$ cat config.mk
export PLATFORM = sky130hd
export DESIGN_NAME = send_udp_mux
export DESIGN_NICKNAME = d
export VERILOG_FILES = /design/src/rtl/send_udp_mux.sv
export SDC_FILE = /design/constraint.sdc
export NUM_CORES = 1
export LEC_CHECK = 0
export CORE_AREA = 4 4 476 478
export CTS_CLUSTER_SIZE = 25
export DETAILED_ROUTE_END_ITERATION = 10
export DIE_AREA = 0 0 480 482
export GPL_ROUTABILITY_DRIVEN = 0
export PLACE_DENSITY_LB_ADDON = 0.1
export SYNTH_ARGS = -nofsm -noshare
export SYNTH_HDL_FRONTEND = slang
export SYNTH_SLANG_ARGS = --single-unit
$ cat constraint.sdc
create_clock -name clk -period 14.8 [get_ports clk]
set_input_delay 1.48 -clock clk [delete_from_list [all_inputs] [get_ports clk]]
set_output_delay 1.48 -clock clk [all_outputs]
set_load 0.005 [all_outputs]
$ cat src/rtl/send_udp_mux.sv
// send_udp_mux: round-robin multi-channel UDP transmitter with header insertion and IP fragmentation.
// Optional per-channel packet counters (o_pkt_cnt) are built when SEND_UDP_MUX_STATS_EN is defined.
module send_udp_mux #(
    parameter int unsigned CHANNELS  = 4,
    parameter int unsigned MAX_FRAME = 1480
) (
    input  logic                     clk,
    input  logic                     rst_n,
    input  logic [CHANNELS-1:0]      i_req,
    input  logic [48*CHANNELS-1:0]   i_dst_mac,
    input  logic [48*CHANNELS-1:0]   i_src_mac,
    input  logic [32*CHANNELS-1:0]   i_dst_ip,
    input  logic [32*CHANNELS-1:0]   i_src_ip,
    input  logic [16*CHANNELS-1:0]   i_dst_port,
    input  logic [16*CHANNELS-1:0]   i_src_port,
    input  logic [16*CHANNELS-1:0]   i_data_len,
    input  logic [32*CHANNELS-1:0]   i_in_data,
    input  logic [CHANNELS-1:0]      i_in_vld,
    output logic [CHANNELS-1:0]      o_in_rdy,
    output logic [CHANNELS-1:0]      o_grant,
    output logic [CHANNELS-1:0]      o_done,
    output logic                     o_err,
    output logic                     o_ready,
    output logic [47:0]              o_dst_mac,
    output logic [47:0]              o_src_mac,
    output logic [31:0]              o_dst_ip,
    output logic [31:0]              o_src_ip,
    output logic                     o_ip_sync,
    input  logic                     i_ip_ready,
    output logic                     o_more_frame,
    output logic [15:0]              o_pkt_id,
    output logic [15:0]              o_frame_size,
    output logic [15:0]              o_frame_offset,
    output logic [31:0]              o_data,
    output logic                     o_vld,
`ifdef SEND_UDP_MUX_STATS_EN
    output logic [32*CHANNELS-1:0]   o_pkt_cnt,
`endif
    input  logic                     i_rdy
);
    localparam int unsigned CW      = (CHANNELS > 1) ? $clog2(CHANNELS) : 1;
    localparam logic [15:0] MAX_LEN = 16'd65527;
    localparam logic [15:0] FRAME_W = 16'(MAX_FRAME);

    typedef enum logic [2:0] {S_IDLE, S_CHECK, S_SYNC, S_WAIT, S_DONE} state_t;

    logic [47:0] dst_mac_a  [CHANNELS];
    logic [47:0] src_mac_a  [CHANNELS];
    logic [31:0] dst_ip_a   [CHANNELS];
    logic [31:0] src_ip_a   [CHANNELS];
    logic [15:0] dst_port_a [CHANNELS];
    logic [15:0] src_port_a [CHANNELS];
    logic [15:0] len_a      [CHANNELS];
    logic [31:0] in_data_a  [CHANNELS];

    for (genvar c = 0; c < CHANNELS; c++) begin : g_unpack
        assign dst_mac_a[c]  = i_dst_mac[48*c +: 48];
        assign src_mac_a[c]  = i_src_mac[48*c +: 48];
        assign dst_ip_a[c]   = i_dst_ip[32*c +: 32];
        assign src_ip_a[c]   = i_src_ip[32*c +: 32];
        assign dst_port_a[c] = i_dst_port[16*c +: 16];
        assign src_port_a[c] = i_src_port[16*c +: 16];
        assign len_a[c]      = i_data_len[16*c +: 16];
        assign in_data_a[c]  = i_in_data[32*c +: 32];
    end

    state_t          state_q;
    logic [CW-1:0]   rr_ptr_q, gidx_q;
    logic [15:0]     pkt_id_q, udp_len_q, frame_offset_q;
    logic [15:0]     src_port_q, dst_port_q;
    logic [1:0]      udp_step_q;
    logic            bad_q, done_pend_q;
    logic [CHANNELS-1:0] grant_q, done_q;
    logic            err_q, ready_q, ip_sync_q;
    logic [47:0]     dst_mac_q, src_mac_q;
    logic [31:0]     dst_ip_q, src_ip_q;

    // First requester at or after the round-robin pointer, wrapping.
    logic [CW-1:0]   pick_idx;
    logic            pick_found;
    int unsigned     rr_j;
    always_comb begin
        pick_idx   = '0;
        pick_found = 1'b0;
        rr_j       = 0;
        for (int unsigned i = 0; i < CHANNELS; i++) begin
            rr_j = 32'(rr_ptr_q) + i;
            if (rr_j >= CHANNELS) rr_j = rr_j - CHANNELS;
            if (!pick_found && i_req[CW'(rr_j)]) begin
                pick_found = 1'b1;
                pick_idx   = CW'(rr_j);
            end
        end
    end

    logic [15:0] remain, frame_size;
    logic        more_frame, stream_active;
    assign remain        = udp_len_q - frame_offset_q;
    assign more_frame    = (remain > FRAME_W);
    assign frame_size    = more_frame ? FRAME_W : remain;
    assign stream_active = (state_q == S_SYNC) || (state_q == S_WAIT);

    // Header words first, then pass the granted channel's stream through.
    always_comb begin
        o_data   = '0;
        o_vld    = 1'b0;
        o_in_rdy = '0;
        if (stream_active) begin
            case (udp_step_q)
                2'd0: begin
                    o_data = {src_port_q, dst_port_q};
                    o_vld  = 1'b1;
                end
                2'd1: begin
                    o_data = {udp_len_q, 16'h0000};
                    o_vld  = 1'b1;
                end
                default: begin
                    o_data           = in_data_a[gidx_q];
                    o_vld            = i_in_vld[gidx_q];
                    o_in_rdy[gidx_q] = i_rdy;
                end
            endcase
        end
    end

    always_ff @(posedge clk) begin
        if (!rst_n) begin
            state_q        <= S_IDLE;
            rr_ptr_q       <= '0;
            gidx_q         <= '0;
            pkt_id_q       <= 16'd1;
            udp_len_q      <= '0;
            frame_offset_q <= '0;
            udp_step_q     <= '0;
            src_port_q     <= '0;
            dst_port_q     <= '0;
            bad_q          <= 1'b0;
            done_pend_q    <= 1'b0;
            grant_q        <= '0;
            done_q         <= '0;
            err_q          <= 1'b0;
            ready_q        <= 1'b1;
            ip_sync_q      <= 1'b0;
            dst_mac_q      <= '0;
            src_mac_q      <= '0;
            dst_ip_q       <= '0;
            src_ip_q       <= '0;
        end else begin
            done_q      <= '0;
            err_q       <= 1'b0;
            done_pend_q <= 1'b0;
            case (state_q)
                S_IDLE: if (pick_found) begin
                    state_q        <= S_CHECK;
                    gidx_q         <= pick_idx;
                    grant_q        <= CHANNELS'(1) << pick_idx;
                    ready_q        <= 1'b0;
                    dst_mac_q      <= dst_mac_a[pick_idx];
                    src_mac_q      <= src_mac_a[pick_idx];
                    dst_ip_q       <= dst_ip_a[pick_idx];
                    src_ip_q       <= src_ip_a[pick_idx];
                    dst_port_q     <= dst_port_a[pick_idx];
                    src_port_q     <= src_port_a[pick_idx];
                    udp_len_q      <= len_a[pick_idx] + 16'd8;
                    bad_q          <= (len_a[pick_idx] > MAX_LEN) || (len_a[pick_idx][1:0] != 2'b00);
                    frame_offset_q <= '0;
                    udp_step_q     <= '0;
                    pkt_id_q       <= pkt_id_q + 16'd1;
                end
                S_CHECK: begin
                    if (bad_q) begin
                        state_q <= S_DONE;
                        done_q  <= grant_q;
                        err_q   <= 1'b1;
                    end else begin
                        state_q   <= S_SYNC;
                        ip_sync_q <= 1'b1;
                    end
                end
                S_SYNC: if (!i_ip_ready) begin
                    state_q   <= S_WAIT;
                    ip_sync_q <= 1'b0;
                end
                S_WAIT: if (i_ip_ready) begin
                    frame_offset_q <= frame_offset_q + frame_size;
                    if (more_frame) begin
                        state_q   <= S_SYNC;
                        ip_sync_q <= 1'b1;
                    end else begin
                        state_q <= S_DONE;
                        done_q  <= grant_q;
                    end
                end
                S_DONE: begin
                    state_q  <= S_IDLE;
                    grant_q  <= '0;
                    ready_q  <= 1'b1;
                    rr_ptr_q <= (32'(gidx_q) == CHANNELS - 1) ? '0 : gidx_q + CW'(1);
                end
                default: state_q <= S_IDLE;
            endcase
            if (stream_active && i_rdy && (udp_step_q != 2'd2))
                udp_step_q <= udp_step_q + 2'd1;
        end
    end

    assign o_grant        = grant_q;
    assign o_done         = done_q;
    assign o_err          = err_q;
    assign o_ready        = ready_q;
    assign o_ip_sync      = ip_sync_q;
    assign o_dst_mac      = dst_mac_q;
    assign o_src_mac      = src_mac_q;
    assign o_dst_ip       = dst_ip_q;
    assign o_src_ip       = src_ip_q;
    assign o_pkt_id       = pkt_id_q;
    assign o_frame_offset = frame_offset_q;
    assign o_frame_size   = frame_size;
    assign o_more_frame   = more_frame;

`ifdef SEND_UDP_MUX_STATS_EN
    // Successful datagrams per channel, wrapping.
    logic [31:0] pkt_cnt_q [CHANNELS];
    always_ff @(posedge clk) begin
        if (!rst_n) begin
            for (int unsigned c = 0; c < CHANNELS; c++) pkt_cnt_q[c] <= '0;
        end else if (state_q == S_DONE && !bad_q) begin
            pkt_cnt_q[gidx_q] <= pkt_cnt_q[gidx_q] + 32'd1;
        end
    end
    for (genvar c = 0; c < CHANNELS; c++) begin : g_cnt
        assign o_pkt_cnt[32*c +: 32] = pkt_cnt_q[c];
    end
`endif
endmodule

---- Yosys cells after proc, flatten, opt, wreduce, memory -nomap -nowiden ----
Cells that the tools add are included.
word-level totals
  flip-flop bits (word level) ............. 261
  bits in latches ......................... 0
  memory bits (writable) .................. 0
  memory bits (read-only) ................. 0
  bits of input ports ..................... 972
  output and inout bits ................... 257
  logic and storage cells ................. 171
  memories ................................ 0
operators by class
  add/subtract/negate cells ............... 13
  multiply operators ...................... 0
  div/mod/pow operators ................... 0
  order comparisons ....................... 14
  equality and inequality tests ........... 12
  shifts and indexed selects .............. 1
  mux-type cells .......................... 82
  bitwise gates (word level) .............. 3
  reductions and logical operators ........ 27
operators with widths
  operator                                                                count
  32-bit 2-to-1 mux                                                       7
  32-bit binary-select mux with 2-bit select                              3
  48-bit binary-select mux with 2-bit select                              2
  48-bit 2-to-1 mux                                                       4
  16-bit 2-to-1 mux                                                       9
  16-bit binary-select mux with 2-bit select                              3
  32-bit case mux with 2 select lines                                     1
  16-bit case mux with 2 select lines                                     1
  2-bit 2-to-1 mux                                                        12
  4-bit 2-to-1 mux                                                        6
  1-bit 2-to-1 mux                                                        18
  16-bit by 1-bit adder with 16-bit output, second input constant         1
  16-bit adder                                                            1
  16-bit by 4-bit adder with 16-bit output, second input constant         1
  16-bit by 11-bit > comparator with 1-bit output, second input constant  1
  16-bit > comparator, second input constant                              1
  4-bit case mux with 2 select lines                                      2
  16-bit subtractor                                                       1
  3-bit greater-or-equal comparator, second input constant                5
  2-bit by 3-bit < comparator with 1-bit output, second input constant    5
  3-bit 2-to-1 mux                                                        5
  2-bit != test, second input constant                                    6
  3-bit case mux with 4 select lines                                      1
  1-bit binary-select mux with 2-bit select                               5
  other kinds (28)                                                        51

---- Depth between registers and ports, before layout ----
Gate-level depths: netlist of the first run.
  depth in word-level cells ............... 20
  gate-level depth with buffers ........... 23
  mapped depth without buffers ............ 22

---- Worst setup path after synthesis of the first run ----
Ideal clock, no wire load.
  path kind ............................... register to register
  from .................................... reg frame_offset_q[4], in the netlist o_frame_offset[4]
  to ...................................... reg frame_offset_q[14], in the netlist o_frame_offset[14]
  setup time .............................. 0.122 ns
  data arrival time ....................... 4.939 ns
  data required time ...................... 14.678 ns
  path slack .............................. 9.739 ns
  stages on the path, launching flop included .. 24
  buffers on the path ..................... 2
  period minus slack after synthesis ...... 5.061 ns
  path through ............................ dfxtp_1 inv_1 ha_1 buf_6 and2_1 a311oi_2 a211oi_1 or4_1 and4_4 nor4_4 buf_6 nand2_4 or2_1 ha_1 a21oi_1 a21boi_0 o21ai_0 a21boi_0 o21ai_0 a21oi_1 a41o_1 o41ai_1 nor4_1 a311o_1
between the ends
  longest elaborated chain between the ends .. 6
ends and longest elaborated chain
  what                                             RTL line  source
  from (decl)                                      69        logic [15:0] pkt_id_q, udp_len_q, frame_offset_q;
  from (signal assigned)                           186       frame_offset_q <= frame_offset_q + frame_size;
  16-bit subtractor                                98        assign remain = udp_len_q - frame_offset_q;
  16-bit by 11-bit > comparator with 1-bit output  99        assign more_frame = (remain > FRAME_W);
  net o_more_frame                                 30        output logic o_more_frame,
  16-bit 2-to-1 mux                                100       assign frame_size = more_frame ? FRAME_W : remain;
  net o_frame_size[3]                              32        output logic [15:0] o_frame_size,
  16-bit adder                                     186
  16-bit 2-to-1 mux                                185       S_WAIT: if (i_ip_ready) begin
  16-bit case mux with 2 select lines              153       case (state_q)
The timed path passes the listed nets, and every way through them passes these cells. The select of a mux whose other input is x is not followed.
A chain may end at the register's enable or synchronous reset.

---- Worst setup path in the final report of the first run ----
  from .................................... reg frame_offset_q[1], in the netlist o_frame_offset[1]
  to ...................................... out o_frame_size[9]
between the ends
  longest elaborated chain between the ends .. 3
ends and longest elaborated chain
  what                                             RTL line
  16-bit subtractor *                              98
  16-bit by 11-bit > comparator with 1-bit output  99
  16-bit 2-to-1 mux *                              100
  to (decl)                                        32
Mark *: on every way between the ends. The rest lies on a longest branch, timed or not.

==> impl_metrics.csv, run 1 <==
group,metric,value,unit
timing,rsz0062_at_grt,"false",
timing,finalCriticalPeriod,6.29,ns
finish,drive_gt1_share,4.97,%
worst_setup_path,cp-end-kind,"primary output",
routing,via_per_inst,3.63,
grt,grt_pass1_wl,238000,microns
worst_setup_path,rrSetupSlack,8.90,ns
hold_path,min_path_cells,1,
die,die_x,480,microns
worst_setup_path,worstPathRequired,13.32,ns
routing,drtIter0Drc,1109,
pwr,p_total,5140,uW
pwr,power_per_cell_area,144,nW/um^2
routing,postRouteAntennaNets,0,
grt,antenna_found_initial,94,
worst_setup_path,r2r-start,"o_frame_offset[1]$_SDFFE_PN0P_",
cts,clkSinkCount,261,
die,row_count,173,
pwr,intPower,2760,uW
worst_setup_path,crit_cells,12,
routing,wl_per_cell,27.6,microns
yosys,yosysSeqAreaShare,27.9,%
pwr,power.share.combinational,54.5,%
die,pin_count,1229,
timing,setup_tns,0,ns
timing,tightestPinTransition,1.45,ns
cts,post-cts-setup-buffers,0,
routing,wirelength,184000,microns
worst_setup_path,cp_max_fo,11,
pwr,power_frac_clock,23.2,%
routing,drcViolationCount,0,
timing,setup_viol,0,
grt,grt_max_degree,119,
worst_setup_path,timing.rr.end,"o_frame_offset[14]$_SDFFE_PN0P_",
finish,syn2layout_area_growth,90.8,%
cts,cts_buffer_depth,3,
yosys,netlist-cell-type-count,88,
cts,cts_root_buffer,"clkbuf_16",
worst_setup_path,arrival,4.81,ns
yosys,synth-warning-count,0,
worst_setup_path,critPathMaxStageDelay,0.68,ns
timing,period_share,42.5,%
timing,clock_skew,0.0609,ns
cts,insertion_delay,0.69,ns
cts,cts_inserted_buffers,48,
die,dieArea,231000,sq um
pwr,seq_power_share,22.3,%
pwr,irDropWorstVdd,0.000113,V
yosys,syn_area,18700,sq um
timing,max_freq,0.159,GHz
yosys,async_reset_ff_share,0,%
cts,cts_resized,0,
flow_run,drv_cap,0,
worst_setup_path,path_class,"flip-flop to primary output",
timing,slew_violations,0,
pwr,p_leak,0.0120,uW
worst_setup_path,rr_worst_depth,22,
pwr,swShare,46.3,%
finish,n_fill_cell,25300,
routing,drt_pre_antenna_iters,5,
routing,num_vias,24100,
grt,grt_overflow,0,
pwr,switching_power,2380,uW
cts,tritoncts,"done",
timing,relSlewSlack,2.78,%
yosys,ys_ff_latch,261,
grt,track_usage,15.0,%
yosys,syn_inst,2563,
place,io_buffers,1223,
run_status,outcome,"finished clean",
hold_path,worstHoldEndpoint,"o_ip_sync$_SDFFE_PN0P_",
timing,hold_ws,0.463,ns
yosys,avgSynthCellArea,7.31,sq um
die,start_util,8.45,%
worst_setup_path,cp_cell_sequence,"inv_1 > ha_1 > nor2b_1 > o2111ai_1 > a211oi_1 > or4_1 > and4_4 > nor4_4 > buf_4 > nand2_4 > nor3_1 > clkdlybuf4s50_1",
finish,finalNetCount,4641,
grt,grt_pass1_vias,25100,
cts,hold_buffers,0,
worst_setup_path,critPathSlowestCell,"clkdlybuf4s50_1",
worst_setup_path,crit_buf_inv,3,
timing,hold_viol_final,0,
worst_setup_path,cp_top_family,"simple AND/OR/NAND/NOR gates",
hold_path,min-delay-start,"o_ip_sync$_SDFFE_PN0P_",
die,die_y,482,microns
cts,htreeDepth,2,
worst_setup_path,worstSetupStartpointType,"flip-flop",
yosys,synth_edf_count,0,
die,coreArea,222000,sq um
place,hpwlAfterDp,151000,microns
hold_path,hold_class,"flip-flop to flip-flop",
yosys,synth_flop_cell,"dfxtp_1",
cts,cts.reportedPaths.clkPinSlew,0.05,ns
Yosys cell counts (5+ instances only):
cell      instances  share of area [%]
a31oi_1           7               0.23
nor2_1          288                5.8
inv_1            36               0.72
buf_2             5               0.13
o21a_1            6               0.24
nor3_1           14               0.37
nand3_1          27               0.72
xnor2_1          18               0.84
and2_1          211                7.0
a21oi_1         250                6.7
buf_1            20               0.40
nand4_1           9               0.30
buf_4             7               0.28
dfxtp_1         261                 28
mux2i_1          17               0.91
a21o_1           10               0.40
a311oi_1        194                9.1
nor3b_1           6               0.24
nand2b_1          9               0.30
mux4_2           33                4.0
and3_1            6               0.20
a22oi_1          38                1.5
mux2_2            6               0.36
nand2_1         475                9.5
xor2_1           21               0.98
or3_1             5               0.17
clkbuf_1        218                4.4
nor2b_1           7               0.23
a211oi_1        208                8.3
ha_1             39                2.6
o21ai_0          23               0.61
layout by cell type, fill, tap and decap left out, drive strengths merged, types with 7 or more instances in the layout:
master         count
nand4              9
inv               38
nor2             288
nor3              17
a21oi            253
o21ai             24
xnor2             18
a211oi           209
xor2              21
and2             211
buf               37
clkbuf            70
a22oi             38
nand2b             9
mux2               7
dfxtp            261
ha                39
clkdlybuf4s50   1223
conb               9
a21o              10
mux2i             17
a31oi              8
mux4              33
diode             19
nand2            476
nand3             27
a311oi           195
nor2b              7
worst max path at each step:
| stage | startpoint | to | slack (ns) |
|---|---|---|---|
| 2_1_floorplan | o_frame_offset[4]$_SDFFE_PN0P_ | o_frame_offset[14]$_SDFFE_PN0P_ | 9.74 |
| 3_3_place_gp | i_req[0] | o_dst_mac[19]$_SDFFE_PN0P_ | 8.73 |
| 3_5_place_dp | i_req[0] | o_dst_mac[28]$_SDFFE_PN0P_ | 8.60 |
| 4_1_cts | o_frame_offset[5]$_SDFFE_PN0P_ | o_frame_size[9] | 8.37 |
| 5_1_grt | o_frame_offset[5]$_SDFFE_PN0P_ | o_frame_size[9] | 8.15 |
| 6_report | o_frame_offset[1]$_SDFFE_PN0P_ | o_frame_size[9] | 8.51 |
power groups by stage:
stage	clock (uW)	sequential, uW	combinational (uW)
final	1190	1150	2800
after global routing	1290	1180	3060
after CTS	1280	1170	2900
after detailed placement	0	1180	2890
after global placement	0	1180	2890
after floorplan	0	1060	1360
layout make-up:
| type | count | area [sq um] | area share (%) |
|---|---|---|---|
| well taps | 2975 | 3720 | 10.4 |
| multi-input cells | 2021 | 12500 | 34.9 |
| repair buffers | 1260 | 12600 | 35.1 |
| diodes | 19 | 47.5 | 0.133 |
| flip-flops and latches | 261 | 5230 | 14.6 |
| inverters | 36 | 143 | 0.399 |
| clock buffers | 70 | 1370 | 3.84 |
| clock inverters | 16 | 223 | 0.623 |
kinds of logic (layout without fill, tap and decap cells):
group                    Yosys count  in the layout  synth area share, %
multiplexers                      57             57                 5.29
AND/OR/NAND/NOR                 1081           1081                 26.0
other                              1             28               0.0200
adder cells (fa/ha/maj)           41             41                 2.82
AO/OA/AOI/OAI                    794            794                 30.1
flip-flops                       261            261                 27.9
buffers and inverters            289           1382                 6.08
XOR/XNOR                          39             39                 1.82
flip-flops by register name, summed over array words and instances (netlist names), 2 cells and up:
signal and cells:
o_src_mac 48, udp_len_q 16, src_port_q 16, dst_port_q 16
o_dst_mac 48, o_grant 4, o_frame_offset 16, rr_ptr_q 2
o_src_ip 32, gidx_q 2, o_dst_ip 32, state_q 3
udp_step_q 2, o_pkt_id 16, o_done 4
layer usage:
metal  routed length, microns  share of wire, %  GRT usage [%]
met5                      637              0.35              0
met4                     4640               2.5           4.07
met3                    14400               7.8           5.37
met2                    92300                50           26.9
met1                    71800                39           16.8
stage by stage:
step,instance area (sq um),utilization (%),setup WS (ns),instances
final,35800,16.1,8.51,6658
after CTS,35700,16.1,8.37,6639
after floorplan,18800,-,9.74,2571
after detailed placement,34100,15.4,8.60,6553
after global placement,34100,15.4,8.73,6553
after global routing,35700,16.1,8.15,6650
No activity file was read; power rests on OpenSTA's default activity.
==> run 2, diff against run 1 <==
Settings changed: CORE_AREA 4 4 476 478 to 4 4 483 485, DIE_AREA 0 0 480 482 to 0 0 487 489.
Clock period 14.8 ns to 5.1 ns, I/O delays scaled along.
==> run 2 against run 1 <==
Compared with the run above:
- clock power increased to 2.8 times the previous value
- combinational power grew to 3.3 times the previous value
- sequential power grew to 2.7 times the previous value
- cell count is 2.9% higher
- critical path type is now flip-flop to flip-flop
- largest power group unchanged
==> impl_metrics.csv, run 2 (synthesis gave the netlist of run 1 again) <==
group,metric,value,unit
routing,drt_pre_antenna_iters,5,
timing,hold_ws,0.472,ns
worst_setup_path,path_class,"flip-flop to flip-flop",
cts,clkSinkCount,261,
hold_path,hold_class,"flip-flop to flip-flop",
grt,grt_pass1_wl,230000,microns
cts,htreeDepth,2,
die,die_x,487,microns
pwr,power.share.combinational,58.8,%
worst_setup_path,worstPathRequired,5.56,ns
timing,setup_viol,0,
finish,final_common_cell,"clkdlybuf4s50_1",
die,die_y,489,microns
worst_setup_path,cp_max_fo,9,
pwr,switching_power,6970,uW
die,coreArea,229000,sq um
grt,track_usage,14.0,%
routing,wl_per_cell,25.7,microns
die,start_util,8.18,%
place,dpl_worst_slack,-0.412,ns
run_status,outcome,"finished clean",
pwr,intPower,8810,uW
routing,via_per_inst,3.56,
finish,layout_common_cells,"1223 x clkdlybuf4s50_1, 475 x nand2_1, 285 x nor2_1, 254 x dfxtp_1, 244 x a21oi_1",
grt,grt_overflow,0,
timing,relSlewSlack,29.1,%
flow_run,drv_cap,0,
worst_setup_path,cp-end-kind,"flip-flop",
timing,hold_viol_final,0,
timing,rsz0062_at_grt,"false",
cts,cts_root_buffer,"clkbuf_16",
timing,tightestPinTransition,1.06,ns
pwr,seq_power_share,20.0,%
finish,drive_gt1_share,9.37,%
cts,insertion_delay,0.64,ns
routing,drcViolationCount,0,
timing,period_share,94.2,%
timing,slew_violations,0,
die,row_count,176,
finish,syn2layout_area_growth,98.5,%
cts,hold_buffers,0,
grt,grt_pass1_vias,25700,
pwr,swShare,44.2,%
worst_setup_path,rr_worst_depth,23,
grt,grt_max_degree,126,
pwr,power_per_cell_area,424,nW/um^2
die,pin_count,1229,
die,dieArea,238000,sq um
worst_setup_path,arrival,5.27,ns
routing,num_vias,24400,
cts,cts_inserted_buffers,45,
pwr,p_leak,0.0127,uW
pwr,power_frac_clock,21.1,%
grt,antenna_found_initial,72,
pwr,irDropWorstVdd,0.000206,V
place,io_buffers,1223,
timing,finalCriticalPeriod,4.81,ns
cts,tritoncts,"done",
worst_setup_path,worstSetupStartpointType,"flip-flop",
routing,wirelength,176000,microns
routing,drtIter0Drc,966,
timing,fin_ws,0.294,ns
hold_path,min_path_cells,1,
timing,clock_skew,0.0295,ns
timing,max_freq,0.208,GHz
routing,postRouteAntennaNets,0,
place,hpwlAfterDp,146000,microns
cts,cts.reportedPaths.clkPinSlew,0.07,ns
cts,cts_buffer_depth,3,
finish,finalNetCount,4779,
-- run 2: changes by cell type in the layout (fill, tap and decap cells not counted), moves of 5 or more --
cell     change
buf_4      +125
buf_12      +15
a21oi_1      -5
a21oi_2      +5
dfxtp_1      -5
dfxtp_2      +5
ha_1         -5
-- run 2: layout make-up --
class	instances	area, sq um
inverters	36	143
well taps	3026	3790
multi-input cells	2021	12600
fillers	26100	192000
diodes	21	52.6
clock inverters	19	282
clock buffers	63	1260
repair buffers	1401	13800
flip-flops and latches	261	5230
-- run 2: metrics by stage --
stage                     instance area, sq um  total power [uW]  TNS (ns)  utilization, %  instances
after floorplan                          18800              7010         0               -       2571
after global placement                   35400             12600    -0.769            15.4       6736
after detailed placement                 35400             12600    -0.628            15.4       6736
after CTS                                37000             16200         0            16.2       6823
after global routing                     37200             17000         0            16.2       6839
final                                    37200             15800         0            16.2       6848
-- run 2: path summary, 6_finish.rpt --
| kind | startpoint | end | slack [ns] |
|---|---|---|---|
| worst max register to register | o_frame_offset[5]$_SDFFE_PN0P_ | o_frame_offset[11]$_SDFFE_PN0P_ | 0.29 |
| worst max-delay path | o_frame_offset[5]$_SDFFE_PN0P_ | o_frame_offset[11]$_SDFFE_PN0P_ | 0.29 |
| worst min register to register | o_ip_sync$_SDFFE_PN0P_ | o_ip_sync$_SDFFE_PN0P_ | 0.47 |
| worst min-delay path | o_ip_sync$_SDFFE_PN0P_ | o_ip_sync$_SDFFE_PN0P_ | 0.47 |
-- run 2: critical path, stage by stage, from the launching register on --
cell and delay (ns):
dfxtp_2 0.32, inv_1 0.05, ha_2 0.19, a211o_1 0.33, a311oi_4 0.27, buf_4 0.17
a211oi_2 0.08, or4_1 0.42, and4_4 0.17, nor4_4 0.23, buf_4 0.17, nand2_4 0.07
buf_12 0.15, a21o_1 0.18, ha_1 0.32, a21o_1 0.18, a21o_1 0.17, a21oi_1 0.24
o22ai_1 0.13, a31oi_2 0.16, buf_4 0.18, mux2i_1 0.07, a221oi_1 0.32, nor2_1 0.08
-- run 2: power by group through the flow --
stage	Sequential [uW]	Combinational, uW	Clock [uW]
final	3160	9280	3330
after global placement	3210	9410	0
after detailed placement	3220	9380	0
after global routing	3250	10100	3600
after floorplan	3070	3940	0
after CTS	3180	9520	3550
-- run 2: timing repair --
item                       in CTS  in global routing
pin swaps                      15                 19
resized for setup              25                 23
setup endpoints to repair       4                  9
setup buffers                   5                  4
cloned                          0                  0
-- run 2: metal layers --
metal | wire (microns) | GRT usage (%)
met4 | 4520 | 3.98
met3 | 12400 | 4.57
met1 | 69500 | 15.7
met2 | 88900 | 25.2
met5 | 390 | 0
==> run 3, diff against run 2 <==
Settings changed: HOLD_SLACK_MARGIN set to 0.05, SLEW_MARGIN set to 20.
==> results of run 3 <==
Same layout as run 2: the final DEF is identical, and so are final timing and power.
